$ cat config.mk
export PLATFORM = sky130hd
export DESIGN_NAME = ov7670_capture
export DESIGN_NICKNAME = d
export VERILOG_FILES = /design/src/rtl/ov7670_capture.sv
export SDC_FILE = /design/constraint.sdc
export NUM_CORES = 1
export LEC_CHECK = 0
export CORE_MARGIN = 8
export CORE_UTILIZATION = 58
export DETAILED_ROUTE_END_ITERATION = 8
export GPL_ROUTABILITY_DRIVEN = 0
export PLACE_DENSITY = 0.91
export SYNTH_ARGS = -nofsm -noshare
export SYNTH_HDL_FRONTEND = slang
export SYNTH_SLANG_ARGS = --single-unit
$ cat constraint.sdc
create_clock -name pclk -period 3.4 [get_ports pclk]
set_clock_uncertainty 0.1 [all_clocks]
set_input_delay 0.51 -clock pclk [delete_from_list [all_inputs] [get_ports pclk]]
set_output_delay 0.51 -clock pclk [all_outputs]
set_load 0.01 [all_outputs]
$ cat src/rtl/ov7670_capture.sv
// OV7670 RGB444 capture: turns the camera byte stream into 12-bit frame buffer writes.
// Define OV7670_CAPTURE_STATS_EN to add the frame_count / frame_err statistics outputs.
module ov7670_capture #(
  parameter int H_PIXELS = 640,
  parameter int V_LINES  = 480
) (
  input  logic        pclk,
  input  logic        rst,
  input  logic        vsync,
  input  logic        href,
  input  logic [7:0]  d,
  output logic [18:0] addr,
  output logic [11:0] dout,
  output logic        we,
  output logic        frame_done
`ifdef OV7670_CAPTURE_STATS_EN
  ,
  output logic [15:0] frame_count,
  output logic        frame_err
`endif
);

  localparam int PIX_W  = $clog2(H_PIXELS + 1);
  localparam int LINE_W = $clog2(V_LINES + 2);

  localparam logic [18:0]       ADDR_LAST = 19'(H_PIXELS * V_LINES - 1);
  localparam logic [PIX_W-1:0]  PIX_LIM   = PIX_W'(H_PIXELS);
  localparam logic [LINE_W-1:0] LINE_LIM  = LINE_W'(V_LINES);

  typedef enum logic [1:0] {
    SYNC,
    IDLE,
    LINE
  } state_t;

  state_t state, state_nxt;

  logic              vsync_q, href_q, vsync_p;
  logic [7:0]        d_q;
  logic              vsync_rise;
  logic              clear, byte_en, end_line, frame_done_nxt;
  logic [PIX_W-1:0]  pix_cnt;
  logic [LINE_W-1:0] line_cnt;
  logic              phase;
  logic [3:0]        red;

  assign vsync_rise     = vsync_q && !vsync_p;
  assign frame_done_nxt = vsync_rise && (state != SYNC);

  // vsync_p is the previous registered vsync, used only for edge detection.
  always_ff @(posedge pclk) begin
    if (rst) begin
      vsync_q <= 1'b0;
      href_q  <= 1'b0;
      d_q     <= 8'h00;
      vsync_p <= 1'b0;
      state   <= SYNC;
    end else begin
      // NOTE: state registers use non-blocking assignment so every flop samples pre-edge values.
      vsync_q <= vsync;
      href_q  <= href;
      d_q     <= d;
      vsync_p <= vsync_q;
      state   <= state_nxt;
    end
  end

  always_comb begin
    // NOTE: every output of this block gets a default first, so no path can infer a latch.
    state_nxt = state;
    clear     = 1'b0;
    byte_en   = 1'b0;
    end_line  = 1'b0;
    unique case (state)
      SYNC: begin
        if (vsync_rise) begin
          state_nxt = IDLE;
          clear     = 1'b1;
        end
      end
      IDLE: begin
        if (vsync_q) begin
          clear = 1'b1;
        end else if (href_q) begin
          // The byte sampled with the first high href is already the red byte.
          state_nxt = LINE;
          byte_en   = 1'b1;
        end
      end
      LINE: begin
        if (vsync_q) begin
          state_nxt = IDLE;
          clear     = 1'b1;
        end else if (!href_q) begin
          state_nxt = IDLE;
          end_line  = 1'b1;
        end else begin
          byte_en = 1'b1;
        end
      end
      default: state_nxt = SYNC;
    endcase
  end

  always_ff @(posedge pclk) begin
    if (rst) begin
      addr       <= '0;
      dout       <= '0;
      we         <= 1'b0;
      frame_done <= 1'b0;
      pix_cnt    <= '0;
      line_cnt   <= '0;
      phase      <= 1'b0;
      red        <= '0;
    end else begin
      we         <= 1'b0;
      frame_done <= frame_done_nxt;
      if (we && addr != ADDR_LAST) addr <= addr + 19'd1;
      if (clear) begin
        addr     <= '0;
        pix_cnt  <= '0;
        line_cnt <= '0;
        phase    <= 1'b0;
      end else if (end_line) begin
        pix_cnt <= '0;
        phase   <= 1'b0;
        if (line_cnt != '1) line_cnt <= line_cnt + LINE_W'(1);
      end else if (byte_en) begin
        phase <= ~phase;
        if (!phase) begin
          red <= d_q[3:0];
        end else if (pix_cnt < PIX_LIM && line_cnt < LINE_LIM) begin
          we      <= 1'b1;
          dout    <= {red, d_q};
          pix_cnt <= pix_cnt + PIX_W'(1);
        end
      end
    end
  end

`ifdef OV7670_CAPTURE_STATS_EN
  localparam int BYTE_W = $clog2(2 * H_PIXELS + 2);
  localparam logic [BYTE_W-1:0] BYTE_LINE = BYTE_W'(2 * H_PIXELS);

  logic [BYTE_W-1:0] byte_cnt;
  logic              err_acc;

  // frame_err flags a bad line immediately; at frame_done it takes the whole frame's verdict.
  always_ff @(posedge pclk) begin
    if (rst) begin
      byte_cnt    <= '0;
      err_acc     <= 1'b0;
      frame_count <= '0;
      frame_err   <= 1'b0;
    end else begin
      if (clear || end_line) byte_cnt <= '0;
      else if (byte_en && byte_cnt != '1) byte_cnt <= byte_cnt + BYTE_W'(1);
      if (frame_done_nxt) begin
        frame_count <= frame_count + 16'd1;
        frame_err   <= err_acc || (line_cnt != LINE_LIM);
        err_acc     <= 1'b0;
      end else if (end_line && byte_cnt != BYTE_LINE) begin
        frame_err <= 1'b1;
        err_acc   <= 1'b1;
      end
    end
  end
`endif

endmodule
==> out/qor.txt, run 1 <==
F_max - 428.5 MHz
Gr ovfl total - 0
Hold Path End - dout[7]
Chip width - 88.05 µm
Top_reg_cell synth - dfxtp_1
Syn avg cell area - 9.349 µm²
Final Cycle Share - 68.64%
Crit Reg-Reg Startpoint - state[0]
Vias in the first global route - 2418
Hold path depth - 2
Period minus WS final - 2.334 ns
Multiplexer share of the synthesized area - 2.993%
DIE HEIGHT - 88.05 µm
Routed Antenna Nets - 0
Leading area contributor after synthesis - dfxtp_1
Setup crit end kind - flip-flop
Synth Warn # - 0
DRC - 0
Setup violators final - 0
Register-to-Register Setup Slack - 1.07 ns
Largest net degree at the start of global routing - 32
Worst slew margin - 54.40%
Resized Gates After CTS - 0
Simple-Gate Fraction of Synth Area - 26.18%
Ys async rst share - 0%
Core area - 5075 µm²
Layout area overhead - 25.35%
Die ar. - 7752 µm²
Initial antenna violation count - 0
RSZ-0062 raised after global routing - no
Synth Instances - 322
Fin. Hold Viols - 0
Setup_tns - 0 ns
PortBufs - 44
Drt total wl - 6.473 mm
Distinct cells, synth - 42
Crit Path Category - flip-flop to flip-flop
Synth Area in Compound Gates - 9.061%
Setup repair bufs after CTS - 0
Leakage - 1.331 nW
CTS Buf Count - 9
Post-Synth Adder-Cell Area - 3.741%
Vias after detailed routing - 2357
PwrDens - 526.7 nW/µm²
Drt wl/cell - 14.68 µm
Critical Path RT - 3.52 ns
Worst-path clk slew - 0.07 ns
Arrival time at the worst endpoint - 2.46 ns
Post-synth top cells - dfxtp_1, nor2_1, nand2_1
# diodes - 0
Dpl cell area - 3488 µm²
DR pass1 iterations - 4
Hold WC Path Type - flip-flop to flip-flop
First-pass GRT wire length - 10.81 mm
Crit-path max FO - 19
Synthesis-stage register bit count - 70
Hpwl dp - 4.414 mm
Clock root buffer - clkbuf_8
Xor/xnor share of the synthesized area - 8.437%
Initial DRC count - 104
Worst-skew pair later-pin latency - 0.35 ns
Mapped Nets - 343
Initial cell density of the core - 59.32%
Layout cell share with drive strength beyond 1 - 8.625%
Max Buffers Root-to-Sink - 2
Most frequent cell after synthesis - dfxtp_1
Total GRT Usage - 17.83%
Worst Tran Pin Value - 0.6839 ns
I/O pin count - 45
Post-synth top area share - 46.55%
Worst hold start - d_q[7]
Slew Viols, Final - 0
Number of cell rows - 26
Post-synth EDFFs - 0
Seq/Total Area, Yosys - 46.55%
Largest family of logic cells by synthesized area - simple AND/OR/NAND/NOR gates
Cells on worst reg2reg path - 7
CTS tree - built
Status - completed
Peak supply drop - 351.5 µV
Final Cell Area - 3774 µm²
CTS Sinks - 70
Fin nets - 387
Hold Buf Count CTS - 0
DR vias/cell - 5.345
CP startpoint kind - flip-flop
Max_cap viols - 0
Ranking of synthesized cells by area - dfxtp_1, nor2_1, nand2_1
RR Endpoint - pix_cnt[6]
Post-Syn Area - 3010 µm²
Clock H-tree levels - 3
how the worst max path moves through the flow:
stage	cells after the start	endpoint	slack (ns)	from
floorplan	9	line_cnt[7]	1.49	line_cnt[0]
global placement	4	pix_cnt[0]	1.19	rst
detailed placement	7	pix_cnt[6]	1.11	state[0]
CTS	7	pix_cnt[5]	1.07	state[0]
global route	7	pix_cnt[8]	0.88	state[0]
finish	7	pix_cnt[6]	1.07	state[0]
logic make-up after synthesis:
family,after synthesis
XOR/XNOR,29
flip-flops,70
adder cells (fa/ha/maj),9
buffers and inverters,21
AND/OR/NAND/NOR,146
multiplexers,9
AO/OA/AOI/OAI,38
power breakdown:
group / leakage, nW / internal, mW / switching [mW]
Combinational: 0.627 / 0.0772 / 0.108
Sequential: 0.567 / 0.841 / 0.0200
Clock: 0.137 / 0.636 / 0.306
worst max-delay path: stages, from the launching register on:
cell	delay (ns)
dfxtp_1	0.40
inv_1	0.09
ha_1	0.30
and3b_1	0.24
and4_1	0.67
nand3_1	0.18
xor2_1	0.18
nor2_1	0.05
placed cells by master (no fill, tap or decap), types with 10 or more instances in the layout:
cell type,n
xnor2_1,15
clkdlybuf4s50_1,44
nand4_1,10
dfxtp_1,70
a21oi_1,21
nor2_1,48
nor2b_1,11
nand2_1,39
xor2_1,14
per-layer routing:
| metal | track usage [%] | wire length [µm] | vias to the layer above |
|---|---|---|---|
| met3 | 5.347 | 343 | 16 |
| met1 | 19.53 | 2897 | 1104 |
| met5 | 0 | 0 | - |
| met4 | 9.524 | 157 | 0 |
| met2 | 30.30 | 3073 | 58 |
| li1 | - | - | 1179 |
area by class of cell:
type | count | area (µm²)
fill | 372 | 1301
clock inverter | 6 | 157.7
clock buffer | 10 | 127.6
inverter | 9 | 33.78
tap | 70 | 87.58
sequential | 70 | 1401
timing repair buffer | 45 | 447.9
multi-input combinational | 231 | 1518
state kept, by name (all words and copies together), names as in the netlist:
signal	count
dout	12
frame_done	1
vsync_q	1
line_cnt	9
href_q	1
pix_cnt	10
state	2
addr	19
vsync_p	1
we	1
d_q	8
phase	1
red	4
per-stage QoR:
step | utilization (%) | setup WS (ns) | power, mW | std cells | hold slack [ns]
CTS | 74.36 | 1.068 | 2.003 | 441 | 0.3444
floorplan | - | 1.492 | 1.016 | 322 | 0.3155
detailed placement | 68.74 | 1.111 | 1.062 | 425 | 0.3357
finish | 74.36 | 1.066 | 1.988 | 441 | 0.3432
global placement | 68.74 | 1.187 | 1.052 | 425 | 0.3216
global route | 74.36 | 0.8837 | 2.058 | 441 | 0.3576
(Power assumes the default switching activity.)
==> inputs of run 2 (changes only) <==
--- a/config.mk
+++ b/config.mk
@@ -6,10 +6,10 @@
 export NUM_CORES = 1
 export LEC_CHECK = 0
 export CORE_MARGIN = 8
-export CORE_UTILIZATION = 58
+export CORE_UTILIZATION = 53
 export DETAILED_ROUTE_END_ITERATION = 8
 export GPL_ROUTABILITY_DRIVEN = 0
-export PLACE_DENSITY = 0.91
+export PLACE_DENSITY = 0.84
 export SYNTH_ARGS = -nofsm -noshare
 export SYNTH_HDL_FRONTEND = slang
 export SYNTH_SLANG_ARGS = --single-unit
==> constraint.sdc (replaced) <==
create_clock -name pclk -period 2.2 [get_ports pclk]
set_clock_uncertainty 0.1 [all_clocks]
set_input_delay 0.33 -clock pclk [delete_from_list [all_inputs] [get_ports pclk]]
set_output_delay 0.33 -clock pclk [all_outputs]
set_load 0.01 [all_outputs]
==> out/qor.txt, run 2 (synthesized netlist as in run 1, its figures left out) <==
Crit Path Category - flip-flop to flip-flop
Worst hold start - d_q[6]
Largest net degree at the start of global routing - 31 (-3.1%)
Vias after detailed routing - 2380 (+0.98%)
Sequential share of power - 51.6% (+8.3 points)
Routed Antenna Nets - 0 (unchanged)
DIE HEIGHT - 91.37 µm (+3.8%)
Slew Viols, Final - 0 (unchanged)
Clock root buffer - clkbuf_8
Commonest non-fill, non-tap cell in the layout - dfxtp_1
Setup violators final - 0 (unchanged)
Initial DRC count - 138 (+33%)
Die ar. - 8348 µm² (+7.7%)
Max_cap viols - 0 (unchanged)
Max reg flops - 19 (unchanged)
First-pass GRT wire length - 10.83 mm (+0.19%)
Fin. Hold Viols - 0 (unchanged)
Clock power share - 37.1% (-10 points)
Switch Pwr - 0.6505 mW (+50%)
CTS Buf Count - 9 (unchanged)
Hpwl dp - 4.336 mm (-1.8%)
Setup crit end kind - flip-flop
Resized Gates After CTS - 0 (unchanged)
Int Pwr - 1.926 mW (+24%)
Fin nets - 394 (+1.8%)
CTS tree - built
Max Buffers Root-to-Sink - 2 (unchanged)
Crit Reg-Reg Startpoint - state[0]
CP startpoint kind - flip-flop
# diodes - 0 (unchanged)
Hold slack - 0.3383 ns (-0.004832 ns)
Hold Buf Count CTS - 0 (unchanged)
Initial cell density of the core - 54.67% (-4.7 points)
Final Cycle Share - 90.25% (+22 points)
DRC - 0 (unchanged)
Setup_tns - 0 ns (unchanged)
Commonest non-fill, non-tap cells in the layout - dfxtp_1, nor2_1, clkdlybuf4s50_1, nand2_1, a21oi_1
Worst-skew pair later-pin latency - 0.34 ns (about the same)
DR vias/cell - 5.289 (-1.0%)
DR pass1 iterations - 4 (unchanged)
Most flops, register - addr
Drt total wl - 6.106 mm (-5.7%)
Clock H-tree levels - 3 (unchanged)
Gr ovfl total - 0 (unchanged)
PortBufs - 44 (unchanged)
Critical Path RT - 2.38 ns (-1.14 ns)
Vias in the first global route - 2372 (-1.9%)
Peak supply drop - 517.0 µV (+47%)
PwrDens - 690.8 nW/µm² (+31%)
Chip width - 91.37 µm (+3.8%)
CTS Sinks - 70 (unchanged)
Drt wl/cell - 13.57 µm (-7.6%)
Worst Tran Pin Value - 0.4909 ns (-0.1930 ns)
RR Endpoint - pix_cnt[2]
Status - completed
F_max - 503.7 MHz (+18%)
Worst-path clk slew - 0.07 ns (about the same)
Period minus WS final - 1.985 ns (-0.3483 ns)
Hold path depth - 2 (unchanged)
Final worst slack - 0.2146 ns (-0.8517 ns)
Total GRT Usage - 15.70% (-2.1 points)
Sw Ratio - 25.24% (+3.4 points)
Worst slew margin - 67.10% (+13 points)
Combinational power share - 11.3% (+2.0 points)
Core area - 5507 µm² (+8.5%)
Layout cell share with drive strength beyond 1 - 10.32% (+1.7 points)
Setup repair bufs after CTS - 0 (unchanged)
Initial antenna violation count - 0 (unchanged)
Layout area overhead - 23.90%
Pre-CTS setup slack - 0.2509 ns (-0.8599 ns)
I/O pin count - 45 (unchanged)
Register-to-Register Setup Slack - 0.21 ns (-0.85 ns)
Hold WC Path Type - flip-flop to flip-flop
Cells on worst reg2reg path - 7 (unchanged)
Leakage - 1.325 nW (-0.45%)
Crit-path max FO - 16 (-3)
Hold Path End - dout[6]
Largest registers in the final layout - addr (19), dout (12), pix_cnt (10)
Number of cell rows - 27 (+3.8%)
RSZ-0062 raised after global routing - no
Arrival time at the worst endpoint - 2.16 ns (-0.30 ns)
run 2: layout make-up:
cell class                 count  area [µm²]
clock inverter                 3       17.52
multi-input combinational    231        1518
tap                           72       90.09
sequential                    70        1401
timing repair buffer          52       500.5
clock buffer                  13       168.9
fill                         435        1777
inverter                       9       33.78
run 2: metal layers:
layer	routed length [µm]	global-route usage [%]	vias up
met2	2862	24.97	67
li1	-	-	1188
met4	110	6.003	0
met3	405	6.914	9
met5	0	0	-
met1	2727	18.20	1116
run 2: critical path, cell delays in order, from the launching register on:
cell	delay, ns
dfxtp_1	0.40
inv_1	0.09
ha_1	0.31
inv_1	0.09
o21ai_0	0.09
a31o_2	0.37
a21o_1	0.32
nor2_1	0.15
run 2: worst max path at each step:
stage | end | slack (ns) | from | depth (start not counted)
after floorplan | line_cnt[7] | 0.29 | line_cnt[0] | 9
after global placement | pix_cnt[1] | 0.30 | state[0] | 7
after detailed placement | pix_cnt[5] | 0.25 | state[0] | 7
after CTS | dout[11] | 0.23 | state[0] | 7
after global routing | phase | 0.02 | state[1] | 7
final | pix_cnt[2] | 0.21 | state[0] | 7
run 2: power groups by stage:
stage / logic, mW / clock network (mW) / registers [mW]
finish: 0.290 / 0.957 / 1.33
global route: 0.332 / 1.04 / 1.33
CTS: 0.291 / 0.973 / 1.33
detailed placement: 0.290 / 0 / 1.36
global placement: 0.281 / 0 / 1.36
floorplan: 0.217 / 0 / 1.35
run 2: metrics by stage:
stage / std cells / area, µm² / power (mW) / util, %
6_report: 450 / 3730 / 2.577 / 67.73
2_1_floorplan: 322 / 3010 / 1.570 / -
4_1_cts: 450 / 3730 / 2.593 / 67.73
3_5_place_dp: 434 / 3543 / 1.649 / 64.35
5_1_grt: 450 / 3730 / 2.709 / 67.73
3_3_place_gp: 434 / 3543 / 1.636 / 64.35
